--- config.mk ---
export PLATFORM = sky130hd
export DESIGN_NAME = piso_serializer
export DESIGN_NICKNAME = d
export VERILOG_FILES = /design/src/rtl/piso_serializer.sv
export SDC_FILE = /design/constraint.sdc
export NUM_CORES = 1
export LEC_CHECK = 0
export ABC_AREA = 1
export CAP_MARGIN = 20
export CORE_MARGIN = 2
export CORE_UTILIZATION = 40
export DETAILED_ROUTE_END_ITERATION = 7
export GPL_TIMING_DRIVEN = 0
export PLACE_DENSITY = 0.7
export SLEW_MARGIN = 40
export SYNTH_ARGS = -nofsm -noshare
export SYNTH_HDL_FRONTEND = slang
export SYNTH_SLANG_ARGS = --single-unit
--- constraint.sdc ---
create_clock -name clk -period 3.81 [get_ports clk]
set_input_delay 0.762 -clock clk [delete_from_list [all_inputs] [get_ports clk]]
set_output_delay 0.762 -clock clk [all_outputs]
set_load 0.03 [all_outputs]
--- src/rtl/piso_serializer.sv ---
// Parallel-in/serial-out stage: latches an N-bit word on an input handshake and
// emits it one bit per output handshake, selecting the bit through one_bit_mux.

module one_bit_mux #(
   parameter int N = 32,
   parameter int W = $clog2(N)
) (
   input  logic [N-1:0] data,
   input  logic [W-1:0] sel,
   output logic         y
);
   assign y = data[sel];
endmodule

module piso_serializer #(
   parameter int N         = 32,
   parameter int MSB_FIRST = 0
) (
   input  logic                 clk,
   input  logic                 rst,
   input  logic [N-1:0]         i_data,
   input  logic                 i_valid,
   output logic                 i_ready,
   output logic                 o_bit,
   output logic                 o_valid,
   input  logic                 o_ready,
   output logic                 o_last,
   output logic [$clog2(N)-1:0] index
);
   localparam int W = $clog2(N);
   localparam logic [W-1:0] START_IDX = (MSB_FIRST != 0) ? W'(N - 1) : '0;
   localparam logic [W-1:0] END_IDX   = (MSB_FIRST != 0) ? '0 : W'(N - 1);

   typedef enum logic {S_IDLE, S_SHIFT} state_t;

   state_t         state, state_nxt;
   logic [N-1:0]   word, word_nxt;
   logic [W-1:0]   index_nxt;

   always_ff @(posedge clk) begin
      if (rst) begin
         state <= S_IDLE;
         word  <= '0;
         index <= START_IDX;
      end else begin
         state <= state_nxt;
         word  <= word_nxt;
         index <= index_nxt;
      end
   end

   // Output decode depends only on registered state, so i_ready never sees o_ready.
   always_comb begin
      state_nxt = state;
      word_nxt  = word;
      index_nxt = index;
      i_ready   = (state == S_IDLE);
      o_valid   = (state == S_SHIFT);
      o_last    = (state == S_SHIFT) && (index == END_IDX);
      case (state)
         S_IDLE: begin
            if (i_valid) begin
               word_nxt  = i_data;
               index_nxt = START_IDX;
               state_nxt = S_SHIFT;
            end
         end
         S_SHIFT: begin
            if (o_ready) begin
               if (o_last) begin
                  state_nxt = S_IDLE;
                  index_nxt = START_IDX;
               end else if (MSB_FIRST != 0) begin
                  index_nxt = index - 1'b1;
               end else begin
                  index_nxt = index + 1'b1;
               end
            end
         end
         default: state_nxt = S_IDLE;
      endcase
   end

   one_bit_mux #(.N(N), .W(W)) u_mux (
      .data (word),
      .sel  (index),
      .y    (o_bit)
   );
endmodule

### Yosys cells after proc, flatten, opt, wreduce, memory -nomap -nowiden

Cells that the tools add are included.

* add/sub/neg operators: 1
* order comparisons: 1
* eq/ne operators: 3
* muxes and demuxes: 10
* bitwise logic cells: 1
* reductions and logical operators: 3

Operators with widths (count)
* 5-bit 2-to-1 mux: 3
* 5-bit one-hot mux with 2 select lines: 1
* 5-bit by 6-bit less-than comparator with 1-bit output (second input constant): 1
* 5-bit by 1-bit adder with 5-bit output (second input constant): 1
* 1-bit binary-select mux with 5-bit select: 1
* 5-bit == test (second input constant): 1
* 1-bit 2-to-1 mux: 4
* 2-bit inequality test (second input constant): 2
* 2-bit AND reduction: 2
* 1-bit one-hot mux with 2 select lines: 1
* 1-bit logical AND: 1
* 1-bit inverter: 1

* bits in registers: 38
* input bits: 36
* output and inout port bits: 9
* word-level logic and storage cells: 22

### Depth between registers and ports, before layout

* depth in word-level cells: 5
* gate-level depth with buffers: 11
* depth with buffers taken out: 9

### Hierarchy

A second synthesis with hierarchy kept.

* cell total of the unflattened synthesis: 256
* area, all modules: 1773.0 sq um

Modules (own cells, without submodules)
* piso_serializer: times used 1, cells an instance 178, area an instance 1397.6 sq um, sequential area each 760.7 sq um
* one_bit_mux: times used 1, cells an instance 78, area an instance 375.4 sq um, sequential area each 0.0 sq um

### Worst setup path after synthesis

Ideal clock, no wire load.

* kind: register -> output
* start point: register index[0]
* end point: output port o_bit
* arrival time: 1.448 ns
* data required time: 3.048 ns
* path slack: 1.600 ns
* cell stages (with the launch flop): 11
* buffers on the path: 2
* path through: dfxtp_1 -> buf_6 -> buf_6 -> nand2_1 -> nand3_1 -> nand3_1 -> nand2_1 -> nand2_1 -> nand2_1 -> nand2_1 -> nand2_1

* cells in the longest elaborated chain, start to end: 2

Ends and longest elaborated chain
* from (decl): RTL line 28 `output logic [$clog2(N)-1:0] index`
* from (signal assigned): RTL line 48 `index <= index_nxt;`
* 1-bit binary-select mux with 5-bit select: RTL line 12 `assign y = data[sel];`
* 1-bit 2-to-1 mux (implied by the code): RTL line 12
* to (decl): RTL line 24 `output logic o_bit,`

Every way passes these cells. The select of a mux whose other input is x is not followed.

### Worst setup path in the final report

Same ends and word-level chain as after synthesis.

==> metrics.cfg <==
[logic_synthesis]
synth_top_area_share_pct=43.8
synth_edf_count=0
async_reset_ff_share_pct=0
synthTopCellsByArea=dfxtp_1, nand2_1, a21oi_1
synth_common_cells=nand2_1, dfxtp_1, a21oi_1
ys_seq_area_share_pct=43.8
synth_cell_type_count=18
synth_area_per_cell_um2=6.78
ys_ff_latch=38
synth_cells=256
synth_top_cell_by_area=dfxtp_1
ys_warn_count=0
synth_ff_type=dfxtp_1
synth.cell_area_um2=1740
synth_nets=294
synth.most_common_cell=nand2_1

[timing]
fmax_mhz=340
skew_ns=0.00818
rsz0062_at_grt=no
slew_viol_final=0
setup_viol=0
setup_tns_ns=0
hold_viol=0
holdWs_ns=0.463
finalCritPeriodShare_pct=77.2
slew-limit-headroom_pct=66.3
layout_min_cycle_time_ns=2.94
worst_pin_slew_ns=0.506

[detailed_routing]
drtIter0Drc=99
via_per_inst=4.87
wl_per_cell_um=11.5
ant_nets=0
dr_total_vias=1737
drc=0
routed_wl_um=4090
drtPass1Iterations=5

[setup_path]
critPathKind=reg -> out
max_stage_delay_ns=0.65
critical_path_buf_inv_count=3
critPathLaunch=index[0]
path_common_cell=nand2_1
crit_arrival_ns=2.18
reg2reg_from=index[0]
critPathSlowestCell=clkdlybuf4s50_1
worst_setup_path_end_kind=primary output
worst-path-max-fanout=10
cp-start-kind=register
critical_path.cell_chain=buf_6 > buf_6 > nand2_1 > nand3_1 > nand3_1 > nand2_1 > nand2_1 > nand2_1 > nand2_1 > nand2_1 > clkdlybuf4s50_1
worstPathRequired_ns=3.05
cp_top_family=buffers and inverters

[die]
io_pins=45
die_h_um=69.9
die_w_um=69.9
start_util_pct=42.5
core-area_um2=4090
num_rows=23
die_area_um2=4880

[clocking]
clk_latency_ns=0.29
cts_repair_resize_count=0
cts-root-buf=clkbuf_8
htreeDepth=2
cts_made_buffers=5
cts_hold_buf=0
clockBufferDepth=2
tritoncts=built
clock_sinks=38
postCtsSetupBuffers=0
path_clk_slew_ns=0.08

[global_routing]
gr-total-overflow=0
grt_usage_pct=17.8
grt_pass1_vias=1592
antenna_found_initial=0
grt_max_degree=12
grt_pass1_wl_um=7070

[power]
finalPower_uw=849
powerDensity_nw_per_um2=366
irDropWorstVdd_mv=0.251
p_leak_nw=0.922

[final_layout]
fin_util_pct=56.8
layout.nets=344
n_fill_cell=430
layout-drive-gt1-share_pct=7.49
finish.instance_area_um2=2320
syn_to_final_growth_pct=33.6
antenna_cells=0

[place]
dpl_cell_area_um2=2230
io_buffer_count=43
gp_congestion=0.812
place.detailed.hpwl_um=2890

[hold_path]
hold_path_class=reg -> reg
holdCritStartpoint=word[0]

[run]
drv_cap=0

[outcome]
outcome=completed

[layout by cell type (no fill, tap or decap), drive strengths merged]
cell type      count
ha                 2
a211oi             1
nand2            120
xor2               1
inv               10
nor3               1
nor2               7
buf               12
a21oi             35
nand3             25
clkdlybuf4s50     43
dfxtp             38
clkbuf            10
clkinv             1
a221oi             1
[stage by stage]
step	setup slack (ns)	cells
floorplan	1.60	256
detailed placement	1.16	349
CTS	0.840	357
global placement	1.18	349
finish	0.869	357
global route	0.666	357
[flip-flops by register name (all words and copies together), names as in the netlist]
register and count:
word 32, o_valid 1, index 5
[logic make-up after synthesis]
| logic type | Yosys count | share of synthesized area, % |
|---|---|---|
| simple gates | 153 | 35.4 |
| flops | 38 | 43.8 |
| compound gates | 37 | 11.0 |
| buf+inv | 25 | 7.85 |
| fa+ha+maj | 2 | 1.44 |
| xor+xnor | 1 | 0.504 |
[cell type report]
type | instances | area [um^2] | share of cell area, %
multi-input combinational | 193 | 840 | 36.2
sequential | 38 | 761 | 32.8
timing repair buffer | 43 | 430 | 18.5
buffer | 15 | 93.8 | 4.04
clock buffer | 7 | 86.3 | 3.72
tap | 50 | 62.6 | 2.70
inverter | 10 | 42.5 | 1.83
clock inverter | 1 | 5.00 | 0.216
[report_power, final]
part           internal, mW  switching, mW
Combinational        0.0670         0.0682
Clock                 0.146          0.139
Sequential            0.418         0.0116
Total                 0.631          0.219
[per-layer routing]
layer | track usage [%] | vias up | routed length (um)
li1 | - | 918 | -
met1 | 23.7 | 761 | 1920
met3 | 3.90 | 5 | 272
met4 | 5.13 | 0 | 46
met5 | 0 | - | 0
met2 | 29.1 | 53 | 1850
[worst register-to-register path, cell delays in order (launching register included)]
cell	delay, ns
dfxtp_1	0.34
ha_1	0.22
nand2_1	0.09
nor2_1	0.05
ha_1	0.21
nor2_1	0.24
nand2_1	0.08
a211oi_1	0.23
[worst paths after layout]
path	to	slack (ns)	cells after the start
min reg2reg	word[0]	0.46	2
max	o_bit	0.87	11
min	word[0]	0.46	2
max reg2reg	index[2]	2.26	7
(Power assumes the default switching activity.)
